File: src/rtl/jogo_pkg.sv
// ---------------------------------------------------------------------------
// jogo_pkg
// Shared definitions for the switch-matching game: button count, debounce
// lengths for hardware and simulation, and the input-conditioner FSM states.
// No ports; imported by detector_jogada and its testbench.
// ---------------------------------------------------------------------------
package jogo_pkg;

  localparam int N_BOTOES         = 4;
  localparam int DEBOUNCE_DEFAULT = 500000;
  localparam int DEBOUNCE_SIM     = 4;

  // Encodings are visible on the 7-segment debug display, so keep them fixed.
  typedef enum logic [1:0] {
    OCIOSO       = 2'd0,
    FILTRA_PRESS = 2'd1,
    PRESSIONADO  = 2'd2,
    FILTRA_SOLTA = 2'd3
  } estado_t;

endpackage

File: src/rtl/sincronizador_2ff.sv
// ---------------------------------------------------------------------------
// sincronizador_2ff
// Plain two-flop synchroniser for asynchronous inputs (buttons, iniciar).
// Ports:
//   clock  in  1  destination clock
//   reset  in  1  synchronous, active-high; clears both stages
//   d      in  W  asynchronous input
//   q      out W  synchronised output (two clock edges of latency)
// ---------------------------------------------------------------------------
module sincronizador_2ff #(
  parameter int W = 1
) (
  input  logic         clock,
  input  logic         reset,
  input  logic [W-1:0] d,
  output logic [W-1:0] q
);

  logic [W-1:0] meta;

  always_ff @(posedge clock) begin
    if (reset) begin
      meta <= '0;
      q    <= '0;
    end else begin
      meta <= d;
      q    <= meta;
    end
  end

endmodule

File: src/rtl/detector_jogada.sv
// ---------------------------------------------------------------------------
// detector_jogada
// Input conditioner for the game: synchronises the raw buttons, debounces
// both press and release, and turns each confirmed press into a single-cycle
// event (valid one-hot play or invalid multi-button play).
// Ports:
//   clock            in  1         system clock
//   reset            in  1         synchronous, active-high
//   chaves           in  N_BOTOES  raw asynchronous buttons, active-high
//   habilita         in  1         presses are accepted only while high
//   jogada           out N_BOTOES  one-hot code of the last accepted press
//   jogada_feita     out 1         one-cycle pulse for an accepted press
//   jogada_invalida  out 1         one-cycle pulse for a multi-button press
//   db_estado        out 4         FSM state code for debug display
// ---------------------------------------------------------------------------
module detector_jogada #(
  parameter int DEBOUNCE_CYCLES = jogo_pkg::DEBOUNCE_DEFAULT,
  parameter int N_BOTOES        = jogo_pkg::N_BOTOES
) (
  input  logic                clock,
  input  logic                reset,
  input  logic [N_BOTOES-1:0] chaves,
  input  logic                habilita,
  output logic [N_BOTOES-1:0] jogada,
  output logic                jogada_feita,
  output logic                jogada_invalida,
  output logic [3:0]          db_estado
);

  import jogo_pkg::*;

  // A single-cycle debounce still needs a 1-bit counter to exist.
  localparam int CNT_W = (DEBOUNCE_CYCLES > 1) ? $clog2(DEBOUNCE_CYCLES) : 1;
  localparam logic [CNT_W-1:0] CNT_MAX = CNT_W'(DEBOUNCE_CYCLES - 1);

  logic [N_BOTOES-1:0] s;
  logic                any_pressed;

  estado_t             estado, estado_next;
  logic [CNT_W-1:0]    cnt, cnt_next;
  logic [N_BOTOES-1:0] amostra, amostra_next;
  logic [N_BOTOES-1:0] jogada_next;
  logic                feita_next, invalida_next;
  logic                um_quente;

  sincronizador_2ff #(.W(N_BOTOES)) u_sinc (
    .clock (clock),
    .reset (reset),
    .d     (chaves),
    .q     (s)
  );

  assign any_pressed = |s;

  // x & (x-1) clears the lowest set bit; zero afterwards means at most one bit.
  assign um_quente = (amostra != '0) &&
                     ((amostra & (amostra - N_BOTOES'(1))) == '0);

  // All state, counter, candidate pattern and outputs are registered here so
  // no path exists from chaves/habilita to any output.
  always_ff @(posedge clock) begin
    if (reset) begin
      estado          <= OCIOSO;
      cnt             <= '0;
      amostra         <= '0;
      jogada          <= '0;
      jogada_feita    <= 1'b0;
      jogada_invalida <= 1'b0;
    end else begin
      estado          <= estado_next;
      cnt             <= cnt_next;
      amostra         <= amostra_next;
      jogada          <= jogada_next;
      jogada_feita    <= feita_next;
      jogada_invalida <= invalida_next;
    end
  end

  // Next-state logic. Pulses are only produced on the single FILTRA_PRESS ->
  // PRESSIONADO transition, and PRESSIONADO must be left through a full
  // release debounce, which keeps pulses isolated and mutually exclusive.
  always_comb begin
    estado_next   = estado;
    cnt_next      = cnt;
    amostra_next  = amostra;
    jogada_next   = jogada;
    feita_next    = 1'b0;
    invalida_next = 1'b0;

    case (estado)
      OCIOSO: begin
        if (any_pressed && habilita) begin
          estado_next  = FILTRA_PRESS;
          amostra_next = s;
          cnt_next     = '0;
        end else if (any_pressed) begin
          // Held while disabled: wait for the release without reporting it.
          estado_next = PRESSIONADO;
        end
      end

      FILTRA_PRESS: begin
        if (!habilita) begin
          estado_next = OCIOSO;
        end else if (s != amostra) begin
          estado_next = OCIOSO;
        end else if (cnt == CNT_MAX) begin
          estado_next = PRESSIONADO;
          if (um_quente) begin
            jogada_next = amostra;
            feita_next  = 1'b1;
          end else begin
            invalida_next = 1'b1;
          end
        end else begin
          cnt_next = cnt + 1'b1;
        end
      end

      PRESSIONADO: begin
        if (!any_pressed) begin
          estado_next = FILTRA_SOLTA;
          cnt_next    = '0;
        end
      end

      FILTRA_SOLTA: begin
        if (any_pressed) begin
          estado_next = PRESSIONADO;
        end else if (cnt == CNT_MAX) begin
          estado_next = OCIOSO;
        end else begin
          cnt_next = cnt + 1'b1;
        end
      end

      default: estado_next = OCIOSO;
    endcase
  end

  assign db_estado = {2'b00, estado};

endmodule

File: config.mk
export PLATFORM = sky130hd
export DESIGN_NAME = detector_jogada
export DESIGN_NICKNAME = d
export VERILOG_FILES = /design/src/rtl/jogo_pkg.sv /design/src/rtl/sincronizador_2ff.sv /design/src/rtl/detector_jogada.sv
export SDC_FILE = /design/constraint.sdc
export NUM_CORES = 1
export LEC_CHECK = 0
export CORE_AREA = 3 3 87 89
export CTS_CLUSTER_SIZE = 24
export DETAILED_ROUTE_END_ITERATION = 7
export DIE_AREA = 0 0 90 92
export HOLD_SLACK_MARGIN = 0.06
export PLACE_DENSITY = 0.51
export SYNTH_ARGS = -nofsm -noshare
export SYNTH_HDL_FRONTEND = slang
export SYNTH_HIERARCHICAL = 1
export SYNTH_SLANG_ARGS = --single-unit
File: constraint.sdc
create_clock -name clock -period 2.18 [get_ports clock]
set_input_delay 0.218 -clock clock [delete_from_list [all_inputs] [get_ports clock]]
set_output_delay 0.218 -clock clock [all_outputs]
set_load 0.01 [all_outputs]
# After elaboration in Yosys (flattened, before gate mapping)
# Index checks and enable logic that the tools add are counted.
dict set report op_classes {
  addsub 2
  n_eq_ne 13
  muxes 18
  n_bitwise 5
  reduce_logical 11
}
# operator n
set ops {}
lappend ops {{two-way mux 19 bit} 6}
lappend ops {{one-hot mux 19 bit (4 select lines)} 1}
lappend ops {{adder 19 x 1 -> 19 bit, second input constant} 1}
lappend ops {{equality test 19 bit, second input constant} 1}
lappend ops {{two-way mux 2 bit} 8}
lappend ops {{!= test 2 bit, second input constant} 5}
lappend ops {{AND reduction 5 bit} 2}
lappend ops {{one-hot mux 2 bit (4 select lines)} 1}
lappend ops {{!= test 3 bit, second input constant} 2}
lappend ops {{OR reduction 5 bit} 1}
lappend ops {{AND 4 bit} 1}
lappend ops {{equality test 2 bit, second input constant} 2}
lappend ops {{logical NOT 4 bit} 1}
lappend ops {{!= test 4 bit} 1}
lappend ops {{!= test 4 bit, second input constant} 1}
lappend ops {{inverter 1 bit} 4}
lappend ops {{AND reduction 4 bit} 1}
lappend ops {{nonzero test 4 bit} 1}
lappend ops {{OR reduction 4 bit} 1}
lappend ops {{subtractor 4 x 1 -> 4 bit, second input constant} 1}
lappend ops {{equality test 2 x 1 -> 1 bit, second input constant} 1}
lappend ops {{logical AND 1 bit} 2}
lappend ops {{logical NOT 2 bit} 1}
lappend ops {{two-way mux 1 bit} 2}
lappend ops {{AND reduction 2 bit} 1}
dict set report word_totals {
  ff_bits 39
  in_bits 7
  output_inout_bits 10
}

# Depth between registers and ports, before layout
# Gate-level depths: netlist of the first run.
dict set report depth {
  ltp_word 5
  depth_mapped 9
  mapped_depth_nobuf 6
}

# Cells and area by module
# The synthesis of the first run kept the hierarchy.
# mod instances cells_per_inst area_each_um2
set by_module_without_submodules {}
lappend by_module_without_submodules {detector_jogada 1 235 1853.0}
lappend by_module_without_submodules {sincronizador_2ff 1 16 210.2}

# Worst setup path after synthesis of the first run
# OpenSTA, ideal clock, no wires.
dict set report synth_timing {
  path_kind {register -> register}
  from {register cnt[0]}
  to {register cnt[18]}
  setup_ps 130
  t_arrival_ps 1718
  t_required_ps 2050
  slack_ps 332
  stages_incl_launch_ff 7
  path_buffers 0
  path_cell_list {dfxtp_1 ha_1 nand3_1 or4_1 o31ai_1 a311o_1 o31ai_1}
}
dict set report synth_via {
  elab_chain_len 5
}
# item line
set synth_rtl {}
lappend synth_rtl {{from (decl)} detector_jogada.sv:40} ;# logic [CNT_W-1:0] cnt, cnt_next;
lappend synth_rtl {{from (signal assigned)} detector_jogada.sv:71} ;# cnt <= cnt_next;
lappend synth_rtl {{adder 19 x 1 -> 19 bit or equality test 19 bit (tied branches)} -}
lappend synth_rtl {{two-way mux 19 bit *} {detector_jogada.sv:107, detector_jogada.sv:130}}
lappend synth_rtl {{two-way mux 19 bit} detector_jogada.sv:105} ;# end else if (s != amostra) begin
lappend synth_rtl {{two-way mux 19 bit} detector_jogada.sv:103} ;# if (!habilita) begin
lappend synth_rtl {{one-hot mux 19 bit (4 select lines) *} detector_jogada.sv:90} ;# case (estado)
# Mark *: on every way between the ends. The rest lies on a longest branch, timed or not. The select of a mux whose other input is x is not followed.
# A chain may end at the register's enable or synchronous reset.

# Final worst setup path of the first run
dict set report layout_timing {
  from {register cnt[13]}
  to {register estado[1]}
}
dict set report layout_via {
  elab_chain_len 3
}
# item line
set layout_rtl {}
lappend layout_rtl {{equality test 19 bit *} {detector_jogada.sv:107, detector_jogada.sv:130}}
lappend layout_rtl {{!= test 4 bit (no source line) or != test 3 bit (tied branches)} -}
lappend layout_rtl {{AND reduction 4 bit (no source line) *} -}
lappend layout_rtl {{to (signal assigned)} detector_jogada.sv:70} ;# estado <= estado_next;
lappend layout_rtl {{to (decl)} detector_jogada.sv:39} ;# estado_t estado, estado_next;
# Mark *: on every way between the ends. The rest lies on a longest branch, timed or not.

==> results of run 1 <==
-- state kept, by name, indices dropped and copies added, names as in the netlist --
| register | count |
|---|---|
| jogada_feita | 1 |
| u_sinc/meta | 4 |
| u_sinc/q | 4 |
| amostra | 4 |
| cnt | 19 |
| estado | 2 |
| jogada_invalida | 1 |
| jogada | 4 |
-- how the worst min path moves through the flow --
stage | from | to | slack [ps] | cells past startpoint
floorplan | reset | u_sinc/meta[0] | 290 | 1
global placement | u_sinc/meta[0] | u_sinc/q[0] | 420 | 1
detailed placement | u_sinc/meta[0] | u_sinc/q[0] | 420 | 1
CTS | u_sinc/meta[0] | u_sinc/q[0] | 440 | 1
global route | u_sinc/meta[2] | u_sinc/q[2] | 470 | 1
finish | u_sinc/meta[0] | u_sinc/q[0] | 440 | 1
-- kinds of logic (layout without fill, tap and decap cells) --
| kind of cell | Yosys count | after routing | synth area share (%) |
|---|---|---|---|
| other | 1 | 2 | 0.182 |
| AOI/OAI and AO/OA | 60 | 60 | 18.7 |
| adders and majority gates | 1 | 1 | 0.606 |
| DFF | 39 | 39 | 37.8 |
| buffers and inverters | 27 | 49 | 6.12 |
| and+or+nand+nor | 113 | 113 | 32.0 |
| muxes | 5 | 5 | 2.43 |
| xor gates and xnor gates | 5 | 5 | 2.12 |
-- cell usage after synthesis (all sizes together) --
master / number / area (µm²)
dfxtp: 39 / 781
nand3: 24 / 120
o21ai: 18 / 90.1
a21oi: 13 / 65.1
nor2: 13 / 48.8
buf: 11 / 66.3
nand2: 11 / 41.3
clkbuf: 10 / 37.5
nand4: 10 / 62.6
a31oi: 8 / 50.1
nor2b: 8 / 50.1
nor3: 7 / 35.0
inv: 6 / 22.5
nor4: 6 / 43.8
mux2i: 5 / 50.1
nor3b: 5 / 37.5
o31ai: 5 / 37.5
or4: 5 / 37.5
xnor2: 5 / 43.8
nand2b: 4 / 32.5
a311oi: 3 / 26.3
and3: 3 / 18.8
nand3b: 3 / 22.5
nand4b: 3 / 26.3
o21a: 3 / 22.5
or2: 3 / 18.8
a31o: 2 / 17.5
and4b: 2 / 20.0
nor4b: 2 / 17.5
o211a: 2 / 20.0
o32ai: 2 / 17.5
or3: 2 / 12.5
a21o: 1 / 7.51
a311o: 1 / 10.0
a41oi: 1 / 8.76
and2: 1 / 6.26
and4: 1 / 8.76
conb: 1 / 3.75
ha: 1 / 12.5
o211ai: 1 / 12.5
-- layer usage --
metal	global-route usage, %	wire [µm]	vias up
met3	2.95	110	6
met2	19.2	2310	18
met4	4.34	72	0
met1	17.8	2700	878
met5	0	0	-
li1	-	-	971
-- per-stage QoR --
step | std cells | worst slack [ps] | hold WS [ps] | instance area [µm²]
2_1_floorplan | 252 | 332 | 290 | 2070
5_1_grt | 370 | 6.08 | 467 | 2480
4_1_cts | 370 | 158 | 444 | 2480
3_5_place_dp | 362 | 39.1 | 424 | 2390
6_report | 370 | 161 | 440 | 2480
3_3_place_gp | 362 | 48.9 | 419 | 2390
-- area by class of cell --
type | count | area (µm²) | area share [%]
Tap cell | 96 | 120 | 4.85
Clock inverter | 2 | 12.5 | 0.505
Timing Repair Buffer | 35 | 310 | 12.5
Multi-Input combinational cell | 186 | 1160 | 46.8
Inverter | 6 | 22.5 | 0.909
Clock buffer | 6 | 72.6 | 2.93
Sequential cell | 39 | 781 | 31.5
-- power groups by stage --
stage	logic [W]	registers, W	clock network, W
finish	0.000184	0.000734	0.000489
global route	0.000201	0.000736	0.000539
CTS	0.000184	0.000734	0.000506
detailed placement	0.000183	0.000751	0
global placement	0.000182	0.000751	0
floorplan	0.000113	0.000750	0
-- critical path, cell delays in order, from the launching register on --
cell	delay, ps
dfxtp_1	430
inv_1	80
or4_1	570
or2_0	340
buf_4	240
o21ai_0	150
a31oi_1	90
==> results_dict.tcl, run 1 <==
set metrics [dict create \
    fillers 741 \
    hold_viol_final 0 \
    setup_viol 0 \
    period_share_pct 92.6 \
    die_width_um 90 \
    p_leak_nw 0.813 \
    syn_area_per_cell_um2 8.22 \
    startpoint "cnt[13]" \
    outcome "completed" \
    rsz0062_at_grt "no" \
    power_frac_comb_pct 13.1 \
    power.share.switching_pct 27.0 \
    drv_slew 0 \
    power_w 0.00141 \
    cts_resized 0 \
    vias 1873 \
    rows 30 \
    synth_seq_cells 39 \
    nets 281 \
    grt_max_degree 44 \
    area_growth_pct 20.1 \
    insertion_delay_ps 290 \
    viasPerCell 5.06 \
    gp_congestion 0.802 \
    reg2reg_from "cnt[13]" \
    grt_pass1_vias 1723 \
    die_area_mm2 0.00828 \
    portBuffers 14 \
    rr_worst_depth 6 \
    seq_power_share_pct 52.2 \
    max_freq_ghz 0.495 \
    grt_overflow 0 \
    mostFrequentLayoutCell "dfxtp_1" \
    grt_pass1_wl_um 8730 \
    postCtsSetupRepairBufs 0 \
    crit_end "estado[1]" \
    p_int_w 0.00103 \
    wire_per_inst_um 14.0 \
    clockBufferDepth 2 \
    rrSetupSlack_ps 160 \
    hold_path_class "flop to flop" \
    cp.arrival_ps 2190 \
    p_sw_w 0.000380 \
    core_area_mm2 0.00683 \
    netlist_area_mm2 0.00206 \
    ctsHtreeMaxLevel 2 \
    crit_fanout 12 \
    root_buffer "clkbuf_8" \
    layout_common_cells "dfxtp_1 (39), nand3_1 (24), buf_4 (20)" \
    syn_inst 251 \
    wl_um 5200 \
    rr_endpoint "estado[1]" \
    drive_gt1_share_pct 13.1 \
    power_density_mw_per_mm2 567 \
    antenna_found_initial 0 \
    initial_core_util_pct 30.2 \
    clockPowerShare_pct 34.8 \
    post-route-min-period_ps 2020 \
    cts_tree "yes" \
    cts.sinks 39 \
    seq_area_frac_synth_pct 37.8 \
    grt_use_total_pct 12.7 \
    critPathKind "flop to flop" \
    cts_hold_buf 0 \
    cp_data_required_time_ps 2350 \
    ys_types 46 \
    endpoint_kind "flop" \
    finClkSkew_ps 3.14 \
    drc 0 \
    ys.warnings.count 6 \
    critPathLaunchType "flop" \
    vdd_ir_drop_max_mv 0.258 \
    dp_hpwl_um 3550 \
    setup_tns_ps 0 \
    clkTransAtPathRegs_ps 80 \
    postLayoutCoreUtil_pct 36.3 \
    drt_iter0_drc 113 \
    diodes 0 \
    maxCapViolCount 0 \
    cts_buffers 5 \
    drt_pre_antenna_iters 4 \
    ant_nets 0 \
    die_height_um 92 \
    io_pins 17 \
]
Power figures use the tool's default switching activity.
==> run 2: changes to the inputs <==
- HOLD_SLACK_MARGIN: 0.06 -> 0.12
==> results of run 2 <==
Same layout as run 1: the final DEF is identical, and so are final timing and power.
